`config.mk`:
```
export PLATFORM = sky130hd
export DESIGN_NAME = cosim_tohost_arbiter
export DESIGN_NICKNAME = d
export VERILOG_FILES = /design/src/rtl/cosim_tohost_arbiter.sv
export SDC_FILE = /design/constraint.sdc
export NUM_CORES = 1
export LEC_CHECK = 0
export ABC_AREA = 1
export BUFFER_PORTS_ARGS = -buffer_cell sky130_fd_sc_hd__buf_2
export CORE_UTILIZATION = 50
export DETAILED_ROUTE_END_ITERATION = 16
export GPL_TIMING_DRIVEN = 1
export HOLD_SLACK_MARGIN = 0.15
export PLACE_DENSITY = 0.87
export SLEW_MARGIN = 20
export SYNTH_ARGS = -nofsm -noshare
export SYNTH_HDL_FRONTEND = slang
export SYNTH_SLANG_ARGS = --single-unit
```
`constraint.sdc`:
```
create_clock -name clk -period 5.4 [get_ports clk]
set_input_delay 0.54 -clock clk [delete_from_list [all_inputs] [get_ports clk]]
set_output_delay 0.54 -clock clk [all_outputs]
set_load 0.005 [all_outputs]
```
`src/rtl/cosim_tohost_arbiter.sv`:
```
// Round-robin arbiter (optional burst lock) sharing one endpoint channel among NUM_CLIENTS producers.
// Latency 1 cycle; while the output register holds a message and OutReady is low, every InReady stays 0.
module cosim_tohost_arbiter #(
    parameter int NUM_CLIENTS = 4,
    parameter int DATA_WIDTH  = 32,
    parameter int ID_WIDTH    = 2,
    parameter int MAX_BURST   = 1
) (
    input  logic                              clk,
    input  logic                              rst,
    input  logic [NUM_CLIENTS-1:0]            InValid,
    output logic [NUM_CLIENTS-1:0]            InReady,
    input  logic [NUM_CLIENTS*DATA_WIDTH-1:0] InData,
    output logic                              OutValid,
    input  logic                              OutReady,
    output logic [ID_WIDTH+DATA_WIDTH-1:0]    OutData,
    output logic [ID_WIDTH-1:0]               Owner
);
    localparam int CNT_W = $clog2(MAX_BURST + 1);
    localparam logic [0:0] S_IDLE  = 1'b0;
    localparam logic [0:0] S_BURST = 1'b1;

    generate
        if (ID_WIDTH != $clog2(NUM_CLIENTS)) begin : g_id_width_check
            $error("ID_WIDTH must equal $clog2(NUM_CLIENTS)");
        end
    endgenerate

    logic                           r_out_vld;
    logic [ID_WIDTH+DATA_WIDTH-1:0] r_out_dat;
    logic [ID_WIDTH-1:0]            r_owner;
    logic [ID_WIDTH-1:0]            r_ptr;
    logic [0:0]                     r_state;
    logic [CNT_W-1:0]               r_cnt;

    logic                w_load;
    logic                w_hold;
    logic                w_any;
    logic                w_xfer;
    logic [ID_WIDTH-1:0] w_start;
    logic [ID_WIDTH-1:0] w_winner;
    logic [ID_WIDTH-1:0] w_idx;

    function automatic logic [ID_WIDTH-1:0] f_next(input logic [ID_WIDTH-1:0] id);
        if (id == ID_WIDTH'(NUM_CLIENTS - 1)) return '0;
        return id + 1'b1;
    endfunction

    assign w_load = !r_out_vld || OutReady;
    assign w_hold = (r_state == S_BURST) && InValid[r_owner] && (r_cnt < CNT_W'(MAX_BURST));

    // A released burst searches from the slot after its owner in the same cycle.
    always_comb begin
        w_start = r_ptr;
        if (r_state == S_BURST && !w_hold) w_start = f_next(r_owner);
        w_winner = r_owner;
        w_any    = w_hold;
        w_idx    = w_start;
        for (int k = 0; k < NUM_CLIENTS; k++) begin
            if (!w_any && InValid[w_idx]) begin
                w_winner = w_idx;
                w_any    = 1'b1;
            end
            w_idx = f_next(w_idx);
        end
    end

    assign w_xfer   = w_load && w_any;
    assign InReady  = (rst && w_xfer) ? (NUM_CLIENTS'(1) << w_winner) : '0;
    assign OutValid = r_out_vld;
    assign OutData  = r_out_dat;
    assign Owner    = r_owner;

    always_ff @(posedge clk or negedge rst) begin
        if (!rst) begin
            r_out_vld <= 1'b0;
            r_out_dat <= '0;
            r_owner   <= '0;
            r_ptr     <= '0;
            r_state   <= S_IDLE;
            r_cnt     <= '0;
        end else if (w_load) begin
            if (w_xfer) begin
                r_out_vld <= 1'b1;
                r_out_dat <= {w_winner, InData[w_winner*DATA_WIDTH +: DATA_WIDTH]};
                r_owner   <= w_winner;
            end else begin
                r_out_vld <= 1'b0;
            end

            if (MAX_BURST == 1) begin
                if (w_xfer) r_ptr <= f_next(w_winner);
            end else if (r_state == S_IDLE) begin
                if (w_xfer) begin
                    r_state <= S_BURST;
                    r_cnt   <= CNT_W'(1);
                end
            end else if (w_hold) begin
                if (r_cnt == CNT_W'(MAX_BURST - 1)) begin
                    r_ptr   <= f_next(r_owner);
                    r_cnt   <= '0;
                    r_state <= S_IDLE;
                end else begin
                    r_cnt <= r_cnt + 1'b1;
                end
            end else begin
                // Owner went quiet: hand the lock to whoever won the same-cycle search.
                r_ptr <= f_next(r_owner);
                if (w_xfer) begin
                    r_cnt <= CNT_W'(1);
                end else begin
                    r_cnt   <= '0;
                    r_state <= S_IDLE;
                end
            end
        end
    end

    a_inready_onehot0 : assert property (@(posedge clk) disable iff (!rst) $onehot0(InReady));
    a_out_stable      : assert property (@(posedge clk) disable iff (!rst)
                                         (OutValid && !OutReady) |=> $stable(OutData));
    a_no_xfer_stall   : assert property (@(posedge clk) disable iff (!rst)
                                         !w_load |-> ((InValid & InReady) == '0));
endmodule

```
=== Yosys cells after proc, flatten, opt, wreduce, memory -nomap -nowiden ===
Index checks and enable logic that the tools add are counted.

* Reduce and logical (&&, ||, !) cells: 11
* Magnitude comparators: 4
* Shift operators: 2
* Mux-type cells: 32
* Add/subtract/negate cells: 4
* Equality and inequality tests: 4

{| class="wikitable"
|+ Operator list
! cell !! number
|-
| $shiftx A128 B8 Y32 || 1
|-
| $mux W2 || 12
|-
| $mux W1 || 15
|-
| $lt A2 B3 Y1 const B || 4
|-
| $add A2 B1 Y2 const B || 4
|-
| $bmux W1 S2 || 4
|-
| $eq A2 B2 Y1 const B || 4
|-
| $logic_and A1 B1 Y1 || 5
|-
| $logic_not A1 Y1 || 4
|-
| $mux W4 || 1
|-
| $shl A1 B2 Y4 const A || 1
|-
| $reduce_and A2 Y1 || 1
|-
| $logic_or A1 B1 Y1 || 1
|}

* Word-level logic and storage cells: 61
* Output and inout port bits: 41
* Input port bits: 135
* Register bits: 39

=== Depth between registers and ports, before layout ===
Gate-level depths: netlist of the first run.

* Word-level depth: 18
* Mapped depth: 19

=== Worst setup path after synthesis of the first run ===
Ideal clock, no wire load.

* Kind: register to output
* Start: register r_ptr[0]
* End: output port InReady[0]
* Data arrival time: 2.229 ns
* Cell stages (with the launch flop): 16
* Slack: 2.631 ns
* Data required time: 4.860 ns
* Path through: dfrtp_1 -> ha_1 -> inv_2 -> nand2_1 -> nand2_1 -> nor2_1 -> nor2_2 -> nand3_4 -> inv_2 -> nand2_2 -> nand2_4 -> buf_6 -> buf_6 -> ha_1 -> inv_1 -> nor2_1

* Word-level cells in the longest chain between the ends: 16
* Elaborated cells between the ends (all ways): 38

{| class="wikitable"
|+ Ends and longest elaborated chain
! element !! line !! text
|-
| from (decl) || 32 || <nowiki>logic [ID_WIDTH-1:0] r_ptr;</nowiki>
|-
| from (signal assigned) || 92 || <nowiki>if (w_xfer) r_ptr <= f_next(w_winner);</nowiki>
|-
| from (signal assigned) || 100 || <nowiki>r_ptr <= f_next(r_owner);</nowiki>
|-
| from (signal assigned) || 108 || <nowiki>r_ptr <= f_next(r_owner);</nowiki>
|-
| branches (longest 15 deep; another with $add A2 B1 Y2) || - ||
|-
| $mux W4 (*) || 69 || <nowiki>assign InReady = (rst && w_xfer) ? (NUM_CLIENTS'(1) << w_winner) : '0;</nowiki>
|-
| to (decl) || 12 || <nowiki>output logic [NUM_CLIENTS-1:0] InReady,</nowiki>
|}

Mark *: on every way between the ends. The select of a mux whose other input is x is not followed.

=== Worst setup path after layout of the first run ===
Ends and elaborated chain as after synthesis.

==> key figures, run 1 <==
Layout
  – Most frequent cells in the layout: nand2_1, buf_2, nand3_1, inv_1, dfrtp_1
  – Storage element area: 926 sq um
  – P&R area growth vs syn: 26.4%
  – Post-Layout Cell Count: 819
  – Layout cells sized above 1: 0.291
  – Layout filler cell count: 637
  – Area of the multi-input gates: 1860 sq um
  – Most common cell after layout, fill and taps aside: nand2_1
  – Antenna diodes: 0
  – Nets: 876

Logic synthesis
  – Cell variety after synth: 29
  – Post-Syn Area: 3490 sq um
  – Synthesized instance count: 587
  – Synth Warn #: 0
  – Sequential-to-total area share from yosys stat: 0.265
  – #FFs+latches synth: 37
  – Post-Syn Nets: 725
  – Syn avg cell area: 5.95 sq um

Min path
  – Type of the tightest min-delay check: in -> async

Detailed routing
  – Wire per inst: 12.0 um
  – 1st-pass router iterations: 5
  – WL met2: 4860 um
  – Via density: 5.02
  – Final antenna-violating net count: 0
  – Top layer in use: met4
  – Residual DRC: 0
  – WL met1: 4120 um
  – Routed wl met3: 690 um
  – Via count: 4109
  – 1st-iter DRT viols: 226
  – Total detailed-routing wirelength: 9850 um

Timing
  – Clock Skews: 5.69 ps
  – Worst-margin pin slew: 885 ps
  – Hold WS: 293 ps
  – Tmin final: 4220 ps
  – TNS Setup: 0 ps
  – Slew Viols, Final: 0
  – Unrepaired setup endpoints after global routing: no
  – Worst setup margin: 1180 ps
  – Final number of setup-violating endpoints: 0
  – Max_slew headroom: 0.409
  – Max Clock Freq: 237 MHz
  – Final period util: 0.781
  – Final Hold Vio Count: 0

Placement
  – Port Buffer Count: 175
  – Dpl cells: 811
  – Final RePlAce weighted congestion: 0.824
  – HPWL Detailed: 7250 um
  – Setup WS pre-CTS: 1540 ps

Clocking
  – CTS clk-pin slew, worst paths: 80 ps
  – Hold-fix buffers, CTS: 0
  – Clk Latency, worst-skew pair: 280 ps
  – Total CTS buffers: 5
  – Clk Tree Root Cell: clkbuf_8
  – Clk buf depth: 2
  – TritonCTS clock tree: built
  – Clock Sinks: 37
  – H-tree Lvls: 2
  – # Post-CTS Setup Buffers: 0
  – Post-CTS Resized: 0

Die
  – Die Y: 85.6 um
  – Die X: 85.6 um
  – Die area: 7320 sq um
  – Core area: 6760 sq um
  – Initial Utilization: 0.517
  – Std cell rows: 30
  – Ports: 176

Critical path
  – Arrival time worst endpoint: 3680 ps
  – CP Cell Sequence: ha_1 -> inv_2 -> nand3_1 -> nand2_1 -> nor2_2 -> nand3_4 -> inv_2 -> nand2_2 -> nand2_4 -> ha_1 -> inv_1 -> nor2_1 -> buf_2
  – CP Buf/Inv Count: 4
  – Setup CP Type: reg -> out
  – Crit start category: flop
  – CP endpoint kind: output port
  – Crit-path max FO: 61
  – Slowest stage delay, CP: 720 ps
  – Crit path max-delay cell type: nand2_4
  – Family with the most delay on the worst path: simple AND/OR/NAND/NOR gates
  – WP data required: 4860 ps

Global routing
  – Initial antenna violation count: 0
  – Pin count of the biggest net entering global routing: 62
  – First-pass GRT wire length: 16100 um
  – Grt total ovfl: 0
  – Total GRT Usage: 0.270
  – Number of global-route vias before repair: 3776

Flow run
  – Max-Cap Viols: 0

Status
  – Status: finished clean
-- kinds of logic (layout without fill, tap and decap cells) --
family / count (synthesis) / count (layout) / synth area share
flops: 37 / 37 / 0.265
buf+inv: 170 / 322 / 0.202
simple gates: 368 / 368 / 0.501
fa+ha+maj: 3 / 3 / 0.0107
compound gates: 9 / 9 / 0.0211
-- final timing paths --
path                                   startpoint                       to  slack, ps  depth (start not counted)
min in group clk           OutData[5]$_DFFE_PN0P_   OutData[5]$_DFFE_PN0P_        480                          2
setup reg to reg             r_ptr[0]$_DFFE_PN0P_     r_ptr[1]$_DFFE_PN0P_       1890                         13
setup / recovery             r_ptr[0]$_DFFE_PN0P_               InReady[0]       1180                         13
max in group asynchronous                     rst   OutData[4]$_DFFE_PN0P_       4770                          2
hold reg to reg            OutData[5]$_DFFE_PN0P_   OutData[5]$_DFFE_PN0P_        480                          2
hold / removal                                rst  OutData[11]$_DFFE_PN0P_        290                          2
-- cell usage after synthesis (all sizes together) --
library cell,count,share of area
or2,11,0.020
inv,135,0.15
o21ai,6,0.012
buf,28,0.049
nand2,190,0.22
dfrtp,37,0.27
nor2,12,0.032
nor3,2,0.0057
o21bai,2,0.0075
nand3,152,0.22
clkbuf,5,0.0054
nand3b,1,0.0022
o22ai,1,0.0018
clkinv,2,0.0022
ha,3,0.011
-- area by class of cell --
class	instances	area share
repair buffers	177	0.202
multi-input cells	380	0.422
inverters	137	0.117
well taps	80	0.0227
clock inverters	2	0.00851
clock buffers	6	0.0187
flip-flops and latches	37	0.210
-- worst register-to-register path, stage by stage, from the launching register on --
cell and delay, ps:
dfrtp_1 470, ha_1 490, inv_2 120, nand2_1 80, nand2_1 70, nor2_1 130, nor2_2 70, nand3_4 120
inv_2 60, nand2_2 590, nand2_4 550, ha_1 460, nand2_1 60, o21ai_0 100
-- per-stage QoR --
| stage | instance area [sq um] | utilization |
|---|---|---|
| detailed placement | 4290 | 0.635 |
| global route | 4410 | 0.653 |
| floorplan | 3490 | - |
| finish | 4410 | 0.653 |
| CTS | 4410 | 0.653 |
| global placement | 4290 | 0.635 |
-- per-layer routing --
| layer | track usage | vias up |
|---|---|---|
| met2 | 0.501 | 185 |
| met4 | 0.108 | 0 |
| met1 | 0.311 | 1824 |
| met3 | 0.0414 | 22 |
| met5 | 0 | - |
| li1 | - | 2078 |
-- sequential cells by signal, summed over array words and instances, names as in the netlist --
signal	count
r_ptr	2
OutData	34
OutValid	1
Power of run 1 is not shown: default switching activity piles up to over one toggle a cycle in this logic, so the estimate is an artifact.
==> inputs of run 2 (changes only) <==
--- a/config.mk
+++ b/config.mk
@@ -7,11 +7,11 @@
 export LEC_CHECK = 0
 export ABC_AREA = 1
 export BUFFER_PORTS_ARGS = -buffer_cell sky130_fd_sc_hd__buf_2
-export CORE_UTILIZATION = 50
+export CORE_UTILIZATION = 47
 export DETAILED_ROUTE_END_ITERATION = 16
 export GPL_TIMING_DRIVEN = 1
 export HOLD_SLACK_MARGIN = 0.15
-export PLACE_DENSITY = 0.87
+export PLACE_DENSITY = 0.82
 export SLEW_MARGIN = 20
 export SYNTH_ARGS = -nofsm -noshare
 export SYNTH_HDL_FRONTEND = slang
==> constraint.sdc (replaced) <==
create_clock -name clk -period 3.99 [get_ports clk]
set_input_delay 0.399 -clock clk [delete_from_list [all_inputs] [get_ports clk]]
set_output_delay 0.399 -clock clk [all_outputs]
set_load 0.005 [all_outputs]
==> run 2 against run 1 <==
Net effect: count of clock-buffer cells in the layout unchanged; core utilization decreased by 4.0 points; critical endpoint is now InReady[2]; sequential share of layout area about the same; global-route usage decreased by 1.6 points; critical path depth increased by 2; largest cell class unchanged; via count decreased by 0.37%; non-clock buffer count increased by 2.
==> key figures, run 2 (synthesized netlist as in run 1, its figures left out) <==
Status
  – Status: finished clean (unchanged)

Timing
  – Unrepaired setup endpoints after global routing: no (unchanged)
  – Clock Skews: 9.15 ps (was 5.69 ps)
  – Final period util: 0.860
  – Max_slew headroom: 0.398 (was 0.409)
  – TNS Setup: 0 ps (unchanged)
  – Final number of setup-violating endpoints: 0 (unchanged)
  – Tmin final: 3430 ps
  – Worst-margin pin slew: 901 ps (was 885 ps)
  – Max Clock Freq: 291 MHz
  – Slew Viols, Final: 0 (unchanged)
  – Final Hold Vio Count: 0 (unchanged)

Layout
  – Layout cells sized above 1: 0.292 (was 0.291)
  – Most common cell after layout, fill and taps aside: nand2_1 (unchanged)
  – Post-Layout Cell Count: 839 (was 819)
  – P&R area growth vs syn: 26.6% (was 26.4%)
  – Most frequent cells in the layout: nand2_1, buf_2, nand3_1, inv_1, dfrtp_1 (unchanged)
  – Nets: 878 (was 876)
  – Layout filler cell count: 713 (was 637)
  – Antenna diodes: 0 (unchanged)
  – Largest register FFs: 34 (unchanged)

Clocking
  – Total CTS buffers: 5 (unchanged)
  – CTS clk-pin slew, worst paths: 80 ps (about the same)
  – Clock Sinks: 37 (unchanged)
  – H-tree Lvls: 2 (unchanged)
  – Clk buf depth: 2 (unchanged)
  – # Post-CTS Setup Buffers: 0 (unchanged)
  – Hold-fix buffers, CTS: 0 (unchanged)
  – TritonCTS clock tree: built (unchanged)
  – Post-CTS Resized: 0 (unchanged)
  – Clk Tree Root Cell: clkbuf_8 (unchanged)
  – Clk Latency, worst-skew pair: 290 ps (was 280 ps)

Detailed routing
  – 1st-iter DRT viols: 201 (was 226)
  – Total detailed-routing wirelength: 9840 um (was 9850 um)
  – Wire per inst: 11.7 um (was 12.0 um)
  – Residual DRC: 0 (unchanged)
  – Via count: 4094 (was 4109)
  – 1st-pass router iterations: 5 (unchanged)
  – Final antenna-violating net count: 0 (unchanged)
  – Via density: 4.88 (was 5.02)

Global routing
  – Pin count of the biggest net entering global routing: 62 (unchanged)
  – Number of global-route vias before repair: 3503 (was 3776)
  – Initial antenna violation count: 0 (unchanged)
  – Grt total ovfl: 0 (unchanged)
  – First-pass GRT wire length: 15600 um (was 16100 um)
  – Total GRT Usage: 0.255 (was 0.270)

Critical path
  – CP Cell Sequence: ha_1 -> inv_2 -> nand2_1 -> nand2_1 -> inv_2 -> nand2_1 -> nand2_2 -> nand2_4 -> inv_2 -> nor2_4 -> o21bai_4 -> ha_1 -> inv_1 -> nor2_1 -> buf_2 (was ha_1 -> inv_2 -> nand3_1 -> nand2_1 -> nor2_2 -> nand3_4 -> inv_2 -> nand2_2 -> nand2_4 -> ha_1 -> inv_1 -> nor2_1 -> buf_2)
  – CP endpoint kind: output port (unchanged)
  – R2R Path End: OutData[10]$_DFFE_PN0P_ (was r_ptr[1]$_DFFE_PN0P_)
  – Arrival time worst endpoint: 3030 ps (was 3680 ps)
  – Family with the most delay on the worst path: adder cells (was simple AND/OR/NAND/NOR gates)
  – Worst path depth: 15 (was 13)
  – Crit-path max FO: 24 (was 61)
  – Crit start category: flop (unchanged)
  – Reg2Reg Depth: 11 (was 13)
  – Slowest stage delay, CP: 540 ps (was 720 ps)
  – Reg-to-reg setup timing slack: 980 ps (was 1890 ps)
  – Setup CP Type: reg -> out (unchanged)
  – WP data required: 3590 ps (was 4860 ps)
  – Crit path max-delay cell type: o21bai_4 (was nand2_4)
  – CP Buf/Inv Count: 5 (was 4)
  – R2r startpoint: r_ptr[0]$_DFFE_PN0P_ (unchanged)

Placement
  – Port Buffer Count: 175 (unchanged)
  – HPWL Detailed: 7350 um (was 7250 um)
  – Dpl cells: 832 (was 811)
  – Final RePlAce weighted congestion: 0.929 (was 0.824)

Die
  – Core area: 7210 sq um (was 6760 sq um)
  – Ports: 176 (unchanged)
  – Die X: 88.2 um (was 85.6 um)
  – Initial Utilization: 0.484 (was 0.517)
  – Std cell rows: 31 (was 30)
  – Die area: 7780 sq um (was 7320 sq um)
  – Die Y: 88.2 um (was 85.6 um)

Flow run
  – Max-Cap Viols: 0 (unchanged)

Min path
  – Type of the tightest min-delay check: in -> async (unchanged)
==> run 2: cell count changes in the layout (fill, tap and decap cells not counted), sizes merged <==
| cell | delta |
|---|---|
| bufinv | -1 |
| buf | +2 |
==> run 2: stage by stage <==
stage	util	instance area (sq um)	worst slack [ps]	hold slack [ps]
5_1_grt	0.613	4420	329	302
3_5_place_dp	0.600	4330	892	460
6_report	0.613	4420	558	225
4_1_cts	0.613	4420	552	239
2_1_floorplan	-	3490	1360	103
3_3_place_gp	0.600	4330	966	457
==> run 2: worst max path at each step <==
stage	start	end
6_report	r_ptr[0]$_DFFE_PN0P_	InReady[2]
3_3_place_gp	r_ptr[0]$_DFFE_PN0P_	InReady[2]
3_5_place_dp	r_ptr[0]$_DFFE_PN0P_	InReady[2]
2_1_floorplan	r_ptr[0]$_DFFE_PN0P_	InReady[0]
4_1_cts	r_ptr[0]$_DFFE_PN0P_	InReady[2]
5_1_grt	r_ptr[0]$_DFFE_PN0P_	InReady[0]
==> run 2: cell type report <==
class                           instances  area, sq um  area share
Sequential cell                        37          926       0.209
Inverter                              137          514       0.116
Multi-Input combinational cell        380         1860       0.421
Tap cell                               99          124      0.0280
Clock inverter                          1         7.51     0.00170
Clock buffer                            6         82.6      0.0187
Timing Repair Buffer                  179          906       0.205
==> run 2: routing by layer <==
layer	GRT usage	vias up	share of wire
li1	-	2070	-
met1	0.313	1821	0.42
met2	0.461	191	0.49
met3	0.0405	12	0.077
met4	0.0674	0	0.010
met5	0	-	0
==> run 2: worst reg2reg max path: stages (launching register included) <==
cell and delay (ps):
dfrtp_1 470, ha_1 500, inv_2 120, nand2_1 80, nand2_1 70, nor2_1 140, nor2_2 70, nand3b_1 70
nand2_1 410, nor2_1 730, nand3_1 190, nand3_1 110
Power of run 2 is left out for the same reason.
==> inputs of run 3 (changes only) <==
--- a/config.mk
+++ b/config.mk
@@ -7,11 +7,12 @@
 export LEC_CHECK = 0
 export ABC_AREA = 1
 export BUFFER_PORTS_ARGS = -buffer_cell sky130_fd_sc_hd__buf_2
+export CORE_ASPECT_RATIO = 1.5
 export CORE_UTILIZATION = 47
 export DETAILED_ROUTE_END_ITERATION = 16
 export GPL_TIMING_DRIVEN = 1
 export HOLD_SLACK_MARGIN = 0.15
-export PLACE_DENSITY = 0.82
+export PLACE_DENSITY = 0.85
 export SLEW_MARGIN = 20
 export SYNTH_ARGS = -nofsm -noshare
 export SYNTH_HDL_FRONTEND = slang
==> run 3 against run 2 <==
Net effect: final cell count rose by 0.36%; worst setup slack got worse by 5.7 ps; cell area rose by 0.88%; wire length rose by 3.6%; non-clock buffer count rose by 1; sequential share of layout area fell by 0.18 points; sequential cell count did not move; global-route usage rose by 1.7 points; register-to-register slack got worse by 30 ps; fmax fell by 0.17%; critical path depth did not move; largest cell class unchanged.
==> key figures, run 3 (synthesized netlist as in run 1, its figures left out) <==
Timing
  – Final period util: 0.862 (was 0.860)
  – Worst-margin pin slew: 811 ps (was 901 ps)
  – Unrepaired setup endpoints after global routing: no (unchanged)
  – Final number of setup-violating endpoints: 0 (unchanged)
  – Max Clock Freq: 291 MHz (about the same)
  – Final Hold Vio Count: 0 (unchanged)
  – Slew Viols, Final: 0 (unchanged)
  – Tmin final: 3440 ps (was 3430 ps)
  – Max_slew headroom: 0.457 (was 0.398)
  – TNS Setup: 0 ps (unchanged)
  – Clock Skews: 7.61 ps (was 9.15 ps)
  – Hold WS: 131 ps (was 225 ps)

Clocking
  – Clock Sinks: 37 (unchanged)
  – Total CTS buffers: 5 (unchanged)
  – Clk Latency, worst-skew pair: 300 ps (was 290 ps)
  – Post-CTS Resized: 0 (unchanged)
  – H-tree Lvls: 2 (unchanged)
  – Clk Tree Root Cell: clkbuf_8 (unchanged)
  – # Post-CTS Setup Buffers: 0 (unchanged)
  – Hold-fix buffers, CTS: 0 (unchanged)
  – TritonCTS clock tree: built (unchanged)
  – CTS clk-pin slew, worst paths: 80 ps (about the same)
  – Clk buf depth: 2 (unchanged)

Die
  – Die area: 7790 sq um (was 7780 sq um)
  – Initial Utilization: 0.483 (was 0.484)
  – Ports: 176 (unchanged)
  – Core area: 7230 sq um (was 7210 sq um)
  – Die X: 72.4 um (was 88.2 um)
  – Die Y: 108 um (was 88.2 um)
  – Std cell rows: 38 (was 31)

Detailed routing
  – WL met1: 4070 um (was 4140 um)
  – WL met2: 5180 um (was 4840 um)
  – Residual DRC: 0 (unchanged)
  – Routed wl met3: 568 um (was 759 um)
  – Via count: 4087 (was 4094)
  – Total detailed-routing wirelength: 10200 um (was 9840 um)
  – Final antenna-violating net count: 0 (unchanged)
  – Top layer in use: met4 (unchanged)
  – 1st-pass router iterations: 4 (was 5)
  – 1st-iter DRT viols: 262 (was 201)
  – Wire per inst: 12.1 um (was 11.7 um)
  – Via density: 4.85 (was 4.88)

Critical path
  – Slowest stage delay, CP: 530 ps (was 540 ps)
  – Crit path max-delay cell type: o21bai_4 (unchanged)
  – CP Cell Sequence: ha_1 -> inv_2 -> nand2_1 -> nand2_1 -> inv_2 -> nand2_1 -> nand2_2 -> nand2_4 -> inv_2 -> nor2_4 -> o21bai_4 -> ha_1 -> inv_1 -> nor2_1 -> buf_2 (unchanged)
  – CP endpoint kind: output port (unchanged)
  – Setup CP Type: reg -> out (unchanged)
  – Crit-path max FO: 24 (unchanged)
  – Crit start category: flop (unchanged)
  – WP data required: 3590 ps (about the same)
  – Arrival time worst endpoint: 3040 ps (was 3030 ps)

Min path
  – Type of the tightest min-delay check: in -> async (unchanged)

Global routing
  – Number of global-route vias before repair: 3797 (was 3503)
  – Total GRT Usage: 0.272 (was 0.255)
  – Grt total ovfl: 0 (unchanged)
  – First-pass GRT wire length: 16600 um (was 15600 um)
  – Pin count of the biggest net entering global routing: 62 (unchanged)
  – Initial antenna violation count: 0 (unchanged)

Placement
  – HPWL Detailed: 7750 um (was 7350 um)
  – Port Buffer Count: 175 (unchanged)
  – Final RePlAce weighted congestion: 0.864 (was 0.929)

Flow run
  – Max-Cap Viols: 0 (unchanged)

Layout
  – Most common cell after layout, fill and taps aside: nand2_1 (unchanged)
  – P&R area growth vs syn: 27.7% (was 26.6%)
  – Most frequent cells in the layout: nand2_1, buf_2, nand3_1, inv_1, dfrtp_1 (unchanged)
  – Antenna diodes: 0 (unchanged)
  – Largest register FFs: 34 (unchanged)
  – Layout cells sized above 1: 0.294 (was 0.292)
  – Layout filler cell count: 735 (was 713)
  – Nets: 879 (was 878)

Status
  – Status: finished clean (unchanged)
## run 3: cell types whose count changed in the layout (fill, tap and decap cells not counted)
cell	delta
buf_4	+1
bufinv_16	+1
## run 3: routing by layer
layer,vias up,global-route usage
li1,2073,-
met1,1820,0.313
met2,168,0.477
met3,26,0.0318
met4,0,0.153
met5,-,0
## run 3: path summary, 6_finish.rpt
path                                         from                      end  slack, ps  cells past startpoint
max                          r_ptr[0]$_DFFE_PN0P_               InReady[2]        550                     15
min                                           rst     OutValid$_DFFE_PN0P_        130                      2
max reg2reg                  r_ptr[0]$_DFFE_PN0P_  OutData[28]$_DFFE_PN0P_        950                     13
min reg2reg                OutData[5]$_DFFE_PN0P_   OutData[5]$_DFFE_PN0P_        480                      2
max in group asynchronous                     rst  OutData[25]$_DFFE_PN0P_       3490                      2
min in group clk                         OutReady     OutValid$_DFFE_PN0P_        360                      4
## run 3: layout make-up
class	count	area, sq um	share of cell area
multi-input cells	380	1860	0.417
clock buffers	6	82.6	0.0185
repair buffers	180	913	0.205
clock inverters	2	37.5	0.00842
flip-flops and latches	37	926	0.208
inverters	137	514	0.115
well taps	100	125	0.0281
## run 3: per-stage QoR
stage                     instance area (sq um)  utilization  setup WS (ps)  cells
after global placement                     4340        0.601            977    834
after floorplan                            3490            -           1360    587
after CTS                                  4460        0.617            525    842
after detailed placement                   4340        0.601            867    834
final                                      4460        0.617            552    842
after global routing                       4460        0.617            271    842
## run 3: worst max-delay path: cells and delay by family, from the launching register on
kind / cells / cell delay, ps
fa+ha+maj: 2 / 770
flops: 1 / 470
simple gates: 7 / 530
compound gates: 1 / 530
buf+inv: 5 / 450
Power of run 3 is left out for the same reason.
